[src/rtl/mux_arb_pkg.sv]
// Shared types, sizes and arbitration helpers for the round-robin mux arbiter.
package mux_arb_pkg;

    localparam int N_REQ = 4;
    localparam int SEL_W = 2;

    typedef enum logic {
        IDLE  = 1'b0,
        GRANT = 1'b1
    } state_t;

    typedef struct packed {
        logic             found;
        logic [SEL_W-1:0] idx;
    } arb_t;

    function automatic logic [SEL_W-1:0] onehot_to_idx(input logic [N_REQ-1:0] oh);
        logic [SEL_W-1:0] idx;
        idx = {SEL_W{1'b0}};
        for (int k = 0; k < N_REQ; k++) begin
            idx = idx | (oh[k] ? SEL_W'(k) : {SEL_W{1'b0}});
        end
        return idx;
    endfunction

    function automatic logic [N_REQ-1:0] idx_to_onehot(input logic [SEL_W-1:0] idx);
        return {{(N_REQ-1){1'b0}}, 1'b1} << idx;
    endfunction

    // Walk from the farthest offset down so the nearest requester to ptr wins.
    function automatic arb_t rr_pick(input logic [N_REQ-1:0] req, input logic [SEL_W-1:0] ptr);
        arb_t             res;
        logic [SEL_W-1:0] idx;
        res.found = 1'b0;
        res.idx   = {SEL_W{1'b0}};
        for (int k = N_REQ - 1; k >= 0; k--) begin
            idx = ptr + SEL_W'(k);
            if (req[idx]) begin
                res.found = 1'b1;
                res.idx   = idx;
            end else begin
                res = res;
            end
        end
        return res;
    endfunction

endpackage

[src/rtl/mux_4x1_using_2_2x1.sv]
// Gate-level 4:1 mux built from two levels of 2:1 and-or selectors.
module mux_4x1_using_2_2x1 (
    output logic       Y,
    input  logic [3:0] I,
    input  logic [1:0] S
);

    logic lo_s;
    logic hi_s;

    assign lo_s = (I[0] & ~S[0]) | (I[1] & S[0]);
    assign hi_s = (I[2] & ~S[0]) | (I[3] & S[0]);
    assign Y    = (lo_s & ~S[1]) | (hi_s & S[1]);

endmodule

[src/rtl/mux_4x1_rr_arbiter.sv]
// Round-robin owner of a shared 4:1 mux; define MUX_ARB_BURST_LIMIT_EN to cap
// consecutive grant cycles per owner at BURST_MAX.
module mux_4x1_rr_arbiter
    import mux_arb_pkg::*;
#(
    parameter int BURST_MAX = 4
) (
    input  logic             clk,
    input  logic             rst_n,
    input  logic [N_REQ-1:0] req,
    input  logic [N_REQ-1:0] I,
    output logic [N_REQ-1:0] gnt,
    output logic [SEL_W-1:0] S,
    output logic             Y,
    output logic             valid
);

    localparam logic [3:0] BURST_LAST = 4'(BURST_MAX - 1);

    state_t           state_r;
    state_t           state_s;
    logic [N_REQ-1:0] gnt_r;
    logic [N_REQ-1:0] gnt_s;
    logic [SEL_W-1:0] sel_r;
    logic [SEL_W-1:0] sel_s;
    logic [SEL_W-1:0] ptr_r;
    logic [SEL_W-1:0] ptr_s;
    logic             valid_r;
    logic             valid_s;
    logic [SEL_W-1:0] owner_s;
    logic [N_REQ-1:0] others_s;
    arb_t             win_all_s;
    arb_t             win_oth_s;
    logic             take_s;
    logic [SEL_W-1:0] take_idx_s;
    logic             y_raw_s;
    logic [3:0]       cnt_r;
    logic [3:0]       cnt_s;

    // The pointer already sits just past the owner, so the excluded search still starts at ptr.
    assign owner_s   = onehot_to_idx(gnt_r);
    assign others_s  = req & ~gnt_r;
    assign win_all_s = rr_pick(req, ptr_r);
    assign win_oth_s = rr_pick(others_s, ptr_r);

    // Next-state decision: who owns the mux after this edge.
    always_comb begin
        state_s    = state_r;
        gnt_s      = gnt_r;
        sel_s      = sel_r;
        ptr_s      = ptr_r;
        valid_s    = valid_r;
        cnt_s      = cnt_r;
        take_s     = 1'b0;
        take_idx_s = {SEL_W{1'b0}};
        case (state_r)
            IDLE: begin
                if (win_all_s.found) begin
                    take_s     = 1'b1;
                    take_idx_s = win_all_s.idx;
                end else begin
                    state_s = IDLE;
                end
            end
            GRANT: begin
                if (req[owner_s]) begin
`ifdef MUX_ARB_BURST_LIMIT_EN
                    if ((cnt_r == BURST_LAST) && win_oth_s.found) begin
                        take_s     = 1'b1;
                        take_idx_s = win_oth_s.idx;
                    end else if (cnt_r != BURST_LAST) begin
                        cnt_s = cnt_r + 4'd1;
                    end else begin
                        cnt_s = cnt_r;
                    end
`else
                    state_s = GRANT;
`endif
                end else if (win_oth_s.found) begin
                    take_s     = 1'b1;
                    take_idx_s = win_oth_s.idx;
                end else begin
                    state_s = IDLE;
                    gnt_s   = {N_REQ{1'b0}};
                    valid_s = 1'b0;
                end
            end
            default: begin
                state_s = IDLE;
                gnt_s   = {N_REQ{1'b0}};
                valid_s = 1'b0;
            end
        endcase
        if (take_s) begin
            state_s = GRANT;
            gnt_s   = idx_to_onehot(take_idx_s);
            sel_s   = take_idx_s;
            ptr_s   = take_idx_s + 2'd1;
            valid_s = 1'b1;
            cnt_s   = 4'd0;
        end else begin
            ptr_s = ptr_r;
        end
    end

    // Arbiter state, grant, select and pointer registers.
    always_ff @(posedge clk or negedge rst_n) begin
        if (!rst_n) begin
            state_r <= IDLE;
            gnt_r   <= {N_REQ{1'b0}};
            sel_r   <= {SEL_W{1'b0}};
            ptr_r   <= {SEL_W{1'b0}};
            valid_r <= 1'b0;
        end else begin
            state_r <= state_s;
            gnt_r   <= gnt_s;
            sel_r   <= sel_s;
            ptr_r   <= ptr_s;
            valid_r <= valid_s;
        end
    end

`ifdef MUX_ARB_BURST_LIMIT_EN
    // Consecutive-hold counter for the current owner.
    always_ff @(posedge clk or negedge rst_n) begin
        if (!rst_n) begin
            cnt_r <= 4'd0;
        end else begin
            cnt_r <= cnt_s;
        end
    end
`else
    logic unused_burst_s;
    assign cnt_r          = 4'd0;
    assign unused_burst_s = ^{BURST_LAST, cnt_s};
`endif

    mux_4x1_using_2_2x1 u_mux (
        .Y (y_raw_s),
        .I (I),
        .S (sel_r)
    );

    assign gnt   = gnt_r;
    assign S     = sel_r;
    assign valid = valid_r;
    assign Y     = y_raw_s & valid_r;

endmodule

[config.mk]
export PLATFORM = sky130hd
export DESIGN_NAME = mux_4x1_rr_arbiter
export DESIGN_NICKNAME = d
export VERILOG_FILES = /design/src/rtl/mux_arb_pkg.sv /design/src/rtl/mux_4x1_using_2_2x1.sv /design/src/rtl/mux_4x1_rr_arbiter.sv
export SDC_FILE = /design/constraint.sdc
export NUM_CORES = 1
export LEC_CHECK = 0
export ABC_AREA = 1
export CAP_MARGIN = 15
export CORE_ASPECT_RATIO = 1.2
export CORE_MARGIN = 8
export CORE_UTILIZATION = 46
export DETAILED_ROUTE_END_ITERATION = 10
export PLACE_DENSITY = 0.86
export SLEW_MARGIN = 20
export SYNTH_ARGS = -nofsm -noshare
export SYNTH_HDL_FRONTEND = slang
export SYNTH_HIERARCHICAL = 1
export SYNTH_SLANG_ARGS = --single-unit
[constraint.sdc]
create_clock -name clk -period 1.6 [get_ports clk]
set_clock_uncertainty 0.1 [all_clocks]
set_input_delay 0.16 -clock clk [delete_from_list [all_inputs] [get_ports clk]]
set_output_delay 0.16 -clock clk [all_outputs]
set_load 0.005 [all_outputs]
==> metrics, run 1 <==
Comb pwr share=0.834; fmax=494 MHz; Die H=65.8 um; Worst-Skew Late Latency=280 ps; Sequential Area=253 um2; top cell type's share of synthesized area=0.263; max_slew headroom=0.706; internal power=2290 uW; Die Footprint=0.00379 mm2; setup tns final=-3250 ps; status=finished, violations left; most frequent cell after synthesis=nand2_1; CTS buffer count=3; via count=1,266; Nets=230; Pwr Density=2620 mW/mm2; share of post-route cells with drive strength above 1=0.512; sw frac=0.485; Non-Filler Instances=237; CTS tree=built; Initial Util=0.475; async set-reset flop share out of synthesis=1.00; Clock Path Buffers=2; post-synthesis register bit count=10; total chip power=4460 uW; Final ANT Viol Nets=0; placer congestion estimate=0.901; initial antenna violation count=0; Hold Path Class=in -> async; final hold violation count=0; number of DRC markers in iteration 0=38; area of the multi-input gates=777 um2; io pins=18; RSZ-0062 raised after global routing=true; CTS root buf=clkbuf_4; Worst setup SP type=register; Tcrit/Tclk final=1.26; Post-Syn Area=952 um2; WP data required=1680 ps; Seq/Total Area, Yosys=0.263; Synth area leader=dfrtp_1; first drt pass iteration count=4; total global-route track usage=0.166; Setup-failing EPs final=9; Worst-path clk slew=80 ps; area growth from synthesis to layout=78.6%; largest net degree at the start of global routing=11; Sink Count=10; min Tclk post-route=2020 ps; hold slack final=83.6 ps; synth top area cells=dfrtp_1, nand2_1, nand3_1; failing checks=setup timing; Placement Setup Slack=-522 ps; Max-Cap Viols=0; worst-path fanout max=6; Post-synth top flop=dfrtp_1; cells after synthesis=156; Max VDD drop=1870 uV; H-Tree Depth=1; Syn Nets=168; drt total wl=3560 um; Synth top cells by count=nand2_1, nand3_1, inv_1; switching power=2160 uW; metal2 WL=1930 um; Cell Rows=18; Core ar.=0.00200 mm2; critical path type=reg -> reg; Clock power frac=0.054; DR top layer=met4; Fillers=114; Antenna diodes=0; WL met1=1270 um; chip width=57.5 um; Met3 Routed Length=204 um; global route total overflow=0; PortBufs=17; sequential share of power=0.112; vias in the first global route=1,266; wire per inst=15.0 um; DRC=0; Unique masters post-synth=18; P_leak=0.000893 uW; Final WS setup=-423 ps; Via density=5.34; CP endpoint kind=register; Critical Path AT=2100 ps; DP Wirelength=2280 um; Post-synth EDFFs=0; DP Cell Count=220; Slew Limit Fails=0; yosys warns=6; Worst Tran Pin Value=440 ps; syn avg cell area=6.10 um2; first-pass GRT wire length=4990 um
## registers in the layout, indices dropped and copies added (netlist names)
signal and cells:
gnt 4, S 2, ptr_r 2, state_r 1, valid 1
## cell type report
| class | instances | area share |
|---|---|---|
| Multi-Input combinational cell | 119 | 0.457 |
| Timing Repair Buffer | 58 | 0.297 |
| Sequential cell | 10 | 0.149 |
| Inverter | 26 | 0.0618 |
| Clock buffer | 4 | 0.0213 |
| Tap cell | 20 | 0.0147 |
## per-stage QoR
stage	instance area [um2]	util
floorplan	967	-
global placement	1360	0.679
detailed placement	1360	0.679
CTS	1540	0.766
global route	1700	0.848
finish	1700	0.848
## cells by family (layout without fill, tap and decap cells)
logic type,after synthesis,count (layout),synth area share
AOI/OAI and AO/OA,14,14,0.0959
adders and majority gates,2,2,0.0263
buffers and inverters,27,88,0.114
DFF,10,10,0.263
and+or+nand+nor,103,103,0.501
## what timing repair did
action                     in CTS  in global routing
setup buffers                   6                  7
gates resized for setup        26                 33
pin swaps                      11                 11
hold buffers                    0                  0
setup endpoints to repair      10                 10
## per-layer routing
layer / up-vias / GRT usage
li1: 607 / -
met1: 584 / 0.150
met2: 57 / 0.317
met3: 18 / 0.0311
met4: 0 / 0.129
met5: - / 0
## cells in the final DEF, fill, tap and decap left out
cell type and instances:
ha_1 1, clkbuf_4 3, inv_2 10, a21oi_1 1, clkbuf_8 1, o21ai_0 2, clkdlybuf4s50_1 16, buf_4 34
dfrtp_2 2, nor2_1 3, nand2_2 23, inv_4 3, nor2_4 2, dfrtp_1 8, o21ai_2 4, o21ai_4 2
nand2_4 7, buf_6 7, nand2_1 45, a21oi_2 2, nand3_2 6, inv_1 13, nand2_8 1, o21bai_4 1
ha_4 1, nand3_1 14, o21ai_1 2, clkdlybuf4s15_1 1, nand3_4 2
## worst paths after layout
kind	from	slack [ps]	cells past startpoint	endpoint
setup / recovery	ptr_r[0]	-420	15	gnt[2]
hold / removal	rst_n	80	1	S[1]
setup reg to reg	ptr_r[0]	-420	15	gnt[2]
hold reg to reg	valid	440	2	valid
max in group asynchronous	rst_n	980	1	S[0]
min in group clk	valid	440	2	valid
## power groups by stage
| stage | clock network, uW | registers [uW] | logic (uW) |
|---|---|---|---|
| final | 240 | 500 | 3720 |
| after CTS | 242 | 478 | 3110 |
| after detailed placement | 0 | 480 | 2620 |
| after global routing | 255 | 513 | 4000 |
| after global placement | 0 | 474 | 2520 |
| after floorplan | 0 | 476 | 1570 |
## critical path, cell delays in order (launching register included)
cell and delay, ps:
dfrtp_2 420, buf_6 140, nand3_1 100, nand2_1 190
nand2_2 90, nand2_1 80, inv_1 50, nand2_2 50
nand2_1 50, nand2_1 80, nand3_2 120, nand2_4 110
inv_2 40, ha_1 160, nand2_1 60, o21ai_1 50
No activity file was read; power rests on OpenSTA's default activity.
==> inputs of run 2 (changes only) <==
CORE_UTILIZATION = 55   (was 46)
DONT_BUFFER_PORTS = 1   (was not set)
PLACE_DENSITY = 0.84   (was 0.86)
==> run 2 against run 1 <==
Net effect: the run now fails in 5_1_grt; synthesized area unchanged; synthesized cell count unchanged.
==> metrics, run 2 <==
most frequent cell after synthesis=nand2_1; Initial Util=0.587 (+0.112); Seq/Total Area, Yosys=0.263 (unchanged); initial antenna violation count=0; placer congestion estimate=0.951 (+5.5%); Clock Path Buffers=2 (unchanged); DP Cell Count=200 (-9.1%); xor/xnor share of the synthesized area=0 (unchanged); PortBufs=0 (-17); Post-Syn Area=952 um2 (unchanged); Last stage=5_1_grt; async set-reset flop share out of synthesis=1.00 (unchanged); largest family of logic cells by synthesized area=simple AND/OR/NAND/NOR gates; H-Tree Depth=1 (unchanged); largest net degree at the start of global routing=11; Unique masters post-synth=18 (unchanged); post-synthesis mux area share=0 (unchanged); status=did not finish; Synth area leader=dfrtp_1; Syn Nets=168 (unchanged); top cell type's share of synthesized area=0.263 (unchanged); Adder-Cell Fraction of Synth Area=0.0263 (unchanged); Synth top cells by count=nand2_1, nand3_1, inv_1; DP Wirelength=2260 um (-0.98%); Post-synth top flop=dfrtp_1; Run Error=[ERROR DPL-0033] detailed placement checks failed during check placement.; CTS root buf=clkbuf_4; synth top area cells=dfrtp_1, nand2_1, nand3_1; cells after synthesis=156 (unchanged); io pins=18 (unchanged); Die H=61.6 um (-6.5%); Sink Count=10 (unchanged); post-synthesis register bit count=10 (unchanged); Post-synth EDFFs=0 (unchanged); syn avg cell area=6.10 um2 (unchanged); chip width=54.0 um (-6.2%); Post-Synth Simple-Gate Area=0.501 (unchanged); yosys warns=6 (unchanged); CTS buffer count=3 (unchanged); Cell Rows=16 (-2); worst endpoint type=register data pin; worst setup endpoint GRT=ptr_r[1]$_DFFE_PN0P_/D; Compound-Gate Fraction of Synth Area=0.0959 (unchanged)
[run 2: logic make-up after synthesis]
| logic type | count (synthesis) |
|---|---|
| AND/OR/NAND/NOR | 103 |
| AO/OA/AOI/OAI | 14 |
| adder cells (fa/ha/maj) | 2 |
| flip-flops | 10 |
| buffers and inverters | 27 |
[run 2: repair_timing]
item	4_1_cts
resized for setup	10
buffers inserted	5
hold buffers	1
hold endpoints to repair	10
pin swaps	8
endpoints found under the setup margin	9
[run 2: metrics by stage]
stage,hold WS [ps],util,instance area [um2],setup slack (ps)
after floorplan,-236,-,967,-206
after global placement,-235,0.728,1180,-294
after detailed placement,-235,0.728,1180,-318
after CTS,185,0.800,1300,-286
==> inputs of run 3 (changes only) <==
CORE_AREA = 8 8 69 71   (was not set)
CORE_ASPECT_RATIO = not set   (was 1.2)
CORE_MARGIN = not set   (was 8)
CORE_UTILIZATION = not set   (was 55)
DIE_AREA = 0 0 77 79   (was not set)
PLACE_DENSITY = not set   (was 0.84)
PLACE_DENSITY_LB_ADDON = 0.15   (was not set)
clock period = 2.1 ns   (was 1.6 ns; I/O delays follow)
==> run 3 against run 2 <==
Net effect: the run now ends clean.
==> metrics, run 3 (synthesized netlist as in run 1, its figures left out) <==
Final Util=0.314; Clock power frac=0.109; Core ar.=0.00380 mm2; max_slew headroom=0.670; Worst setup SP type=register; setup tns final=0 ps; DP Cell Count=209 (+4.5%); most frequent cells in the layout=nand2_1, nand3_1, inv_1; placer congestion estimate=0.782 (-18%); Comb pwr share=0.713; H-Tree Depth=1 (unchanged); Slew Limit Fails=0; most common cell after layout, fill and taps aside=nand2_1; Die H=79 um (+28%); internal power=1080 uW; io pins=18 (unchanged); first-pass GRT wire length=4430 um; wire per inst=12.3 um; CP max-delay cell=dfrtp_2; drt total wl=2730 um; reg-to-reg slack, setup=120 ps; reg2reg start=ptr_r[0]; Reg2Reg Depth=12; global route total overflow=0; Tcrit/Tclk final=0.944; via count=999; CP delay by family, top=simple AND/OR/NAND/NOR gates; critical path type=reg -> reg; fmax=504 MHz; PortBufs=0 (unchanged); hold slack final=276 ps; CTS buffer count=3 (unchanged); Pwr Density=1890 mW/mm2; Nets=185; Worst-Skew Late Latency=240 ps; CP endpoint kind=register; worst-path fanout max=6; Die Footprint=0.00608 mm2; Sink Count=10 (unchanged); final hold violation count=0; sw frac=0.524; Critical Path AT=2050 ps; largest net degree at the start of global routing=11; Hold Path Class=in -> async; number of DRC markers in iteration 0=48; sequential share of power=0.179; worst path buffer plus inverter count=2; Worst Tran Pin Value=494 ps; first drt pass iteration count=4; area growth from synthesis to layout=25.2%; initial antenna violation count=0; Worst-path clk slew=50 ps; delay of the slowest critical-path stage=460 ps; Initial Util=0.251 (-0.337); Placement Setup Slack=-32.0 ps (+286 ps); Max VDD drop=326 uV; Cell Rows=23 (+7); Setup-failing EPs final=0; share of post-route cells with drive strength above 1=0.326; total global-route track usage=0.0891; DRC=0; min Tclk post-route=1980 ps; P_leak=0.000658 uW; CTS tree=built; switching power=1180 uW; CP cell instances=buf_6 > nand3_1 > o21ai_4 > nor2_1 > nand2_1 > nand3_2 > a21oi_2 > nand2_2 > nand2_4 > inv_2 > ha_1 > o21ai_1; Via density=4.50; WP data required=2160 ps; chip width=77 um (+43%); status=completed; Clock Path Buffers=2 (unchanged); Crit Reg-Reg Endpoint=ptr_r[1]; CTS root buf=clkbuf_8; Final WS setup=117 ps; Non-Filler Instances=222; vias in the first global route=991; Final ANT Viol Nets=0; Max-Cap Viols=0; Largest register FFs=4; Antenna diodes=0; DP Wirelength=2150 um (-4.7%)
-- run 3: worst reg2reg max path, stage by stage, from the launching register on --
cell     delay (ps)
dfrtp_2         460
buf_6           140
nand3_1         120
o21ai_4         110
nor2_1           60
nand2_1          90
nand3_2         110
a21oi_2         140
nand2_2          80
nand2_4          90
inv_2            40
ha_1            280
o21ai_1         110
-- run 3: timing repair --
item,4_1_cts,5_1_grt
setup buffers,0,7
setup endpoints to repair,1,3
gates resized for setup,1,15
endpoints found under the hold margin,10,0
gates cloned,0,1
hold buffers,1,0
pin swaps,0,4
-- run 3: per-layer routing --
layer | routed length, um | up-vias | share of wire | GRT usage
li1 | - | 517 | - | -
met1 | 1150 | 465 | 0.42 | 0.0956
met2 | 1400 | 15 | 0.51 | 0.166
met3 | 161 | 2 | 0.059 | 0.0181
met4 | 23 | 0 | 0.0084 | 0.0396
met5 | 0 | - | 0 | 0
-- run 3: layout make-up --
type	count	area (um2)
clock buffers	4	55.1
fillers	429	2610
inverters	26	103
multi-input cells	119	616
flip-flops and latches	10	251
well taps	50	62.6
repair buffers	12	100
repair inverters	1	5.00
-- run 3: power groups by stage --
stage	clock, uW	combinational, uW	sequential, uW
after floorplan	0	1150	363
after global routing	264	1820	418
after global placement	0	1410	399
after CTS	251	1420	401
final	245	1610	404
after detailed placement	0	1410	398
-- run 3: how the worst max path moves through the flow --
| stage | to | depth (start not counted) | startpoint | slack, ps |
|---|---|---|---|---|
| floorplan | ptr_r[1] | 12 | ptr_r[0] | 290 |
| global route | ptr_r[1] | 12 | ptr_r[0] | -6 |
| finish | ptr_r[1] | 12 | ptr_r[0] | 120 |
| CTS | ptr_r[1] | 12 | ptr_r[0] | 5 |
| global placement | ptr_r[1] | 12 | ptr_r[0] | 40 |
| detailed placement | ptr_r[1] | 12 | ptr_r[0] | -30 |
-- run 3: per-stage QoR --
stage          area (um2)  power [uW]
3_5_place_dp         1030        1810
3_3_place_gp         1030        1810
5_1_grt              1190        2500
2_1_floorplan         952        1510
4_1_cts              1100        2080
6_report             1190        2260
==> inputs of run 4 (changes only) <==
CORE_AREA = 2 2 63 65   (was 8 8 69 71)
DIE_AREA = 0 0 65 67   (was 0 0 77 79)
==> run 4 against run 3 <==
Net effect: first-iteration DRC count is 23% higher; worst setup slack better by 47 ps; final area is 0.42% lower; flip-flop and latch count stayed put; critical path depth is 3 higher; cell count is 1.4% lower; sequential share of layout area is 0.089 points higher; sequential power is 3% lower; hold slack worse by 1.7 ps; global-route usage is 2.9 points higher; die area is 28% lower; largest cell class unchanged; largest power group unchanged.
==> metrics, run 4 (synthesized netlist as in run 1, its figures left out) <==
share of post-route cells with drive strength above 1=0.304 (-0.0215); WP data required=2120 ps (-40 ps); global-route track usage on met1=0.147 (+0.0516); fmax=516 MHz (+2.4%); Worst-Skew Late Latency=240 ps (about the same); PortBufs=0 (unchanged); wire per inst=11.0 um (-10%); Initial Util=0.264 (+0.0134); Sink Count=10 (unchanged); Nets=184 (-0.54%); layer with the highest usage=met2; most frequent cells in the layout=nand2_1, nand3_1, inv_1; Clock Path Buffers=2 (unchanged); Final Util=0.329 (+0.0154); H-Tree Depth=1 (unchanged); Max-Cap Viols=0 (unchanged); most common cell after layout, fill and taps aside=nand2_1; final hold violation count=0 (unchanged); RSZ-0062 raised after global routing=false; DP Cell Count=208 (-0.48%); Hold Path Class=in -> async; Max VDD drop=349 uV (+7.1%); Antenna diodes=0 (unchanged); Tcrit/Tclk final=0.922 (-0.0223); worst-path fanout max=6 (unchanged); Pwr Density=1910 mW/mm2 (+0.56%); CTS tree=built; drt total wl=2420 um (-12%); io pins=18 (unchanged); CTS buffer count=3 (unchanged); Placement Setup Slack=14.5 ps (+46.4 ps); first drt pass iteration count=4 (unchanged); Slew Limit Fails=0 (unchanged); P_leak=0.000660 uW (+0.27%); Worst Tran Pin Value=491 ps (-3.09 ps); critical path type=reg -> reg; DP Area=0.00104 mm2 (+0.48%); CTS root buf=clkbuf_8; Core ar.=0.00361 mm2 (-5.1%); via count=986 (-1.3%); Via density=4.50 (about the same); Non-Filler Instances=219 (-1.4%); placer congestion estimate=0.861 (+10%); Die Footprint=0.00436 mm2 (-28%); Cell Rows=22 (-4.3%); Worst-path clk slew=50 ps (about the same); DRC=0 (unchanged); setup tns final=0 ps (unchanged); Largest register FFs=4 (unchanged); Setup-failing EPs final=0 (unchanged); global route total overflow=0 (unchanged); max_slew headroom=0.672 (+0.00206); vias in the first global route=895 (-9.7%); area growth from synthesis to layout=24.7%; Worst setup SP type=register; status=completed; Final ANT Viol Nets=0 (unchanged); Final WS setup=164 ps (+46.9 ps); Die H=67 um (-15%); met3 global-route usage=0.0270 (+0.00897); min Tclk post-route=1940 ps (-46.9 ps); first-pass GRT wire length=4000 um (-9.8%); chip width=65 um (-16%); initial antenna violation count=0 (unchanged); Critical Path AT=1950 ps (-100 ps); DP Wirelength=1960 um (-8.9%); total global-route track usage=0.118 (+0.0293); CP endpoint kind=register; largest net degree at the start of global routing=11 (unchanged); design area=0.00119 mm2 (-0.42%); number of DRC markers in iteration 0=59 (+23%); grt met2 use=0.213 (+0.0470)
[run 4: through the flow]
stage / hold WS (ps) / power, uW
after floorplan: -186 / 1510
after global placement: -185 / 1810
after detailed placement: -185 / 1800
after CTS: 277 / 2080
after global routing: 304 / 2530
final: 274 / 2260
[run 4: worst max-delay path, cell delays in order (launching register included)]
cell and delay [ps]:
dfrtp_1 390, inv_1 180, nand3_1 110, nand2_1 120, nand2_1 80, nand2_1 70
inv_1 40, nand2_2 60, nand2_1 50, nand2_1 60, nand3_2 100, nand2_4 110
inv_2 50, ha_1 160, nand2_1 70, o21ai_1 60
[run 4: power breakdown]
group          internal, uW  switching, uW
Sequential              290            102
Clock                   165           79.4
Combinational           637            989
Total                  1090           1170
[run 4: path summary, 6_finish.rpt]
| check | startpoint | endpoint | slack, ps | cells past startpoint |
|---|---|---|---|---|
| worst max-delay path | gnt[1] | gnt[2] | 160 | 15 |
| worst min-delay path | rst_n | state_r | 270 | 1 |
| worst max register to register | gnt[1] | gnt[2] | 160 | 15 |
| worst min register to register | valid | valid | 430 | 2 |
| max in group asynchronous | rst_n | ptr_r[0] | 1270 | 1 |
| min in group clk | req[1] | state_r | 290 | 6 |
[run 4: timing repair]
action | 4_1_cts | 5_1_grt
hold endpoints to repair | 10 | 0
resized for setup | 0 | 11
pin swaps | 0 | 2
setup endpoints to repair | 1 | 3
buffers inserted | 1 | 5
hold buffers | 1 | 0
[run 4: cell type report]
| cell class | instances | area (um2) |
|---|---|---|
| flip-flops and latches | 10 | 251 |
| inverters | 26 | 100 |
| repair buffers | 12 | 96.3 |
| fillers | 389 | 2420 |
| well taps | 48 | 60.1 |
| multi-input cells | 119 | 624 |
| clock buffers | 4 | 55.1 |
[run 4: routing by layer]
metal | part of all wire | up-vias
met5 | 0 | -
met4 | 0 | 0
met3 | 0.043 | 0
met2 | 0.50 | 21
met1 | 0.46 | 448
li1 | - | 517
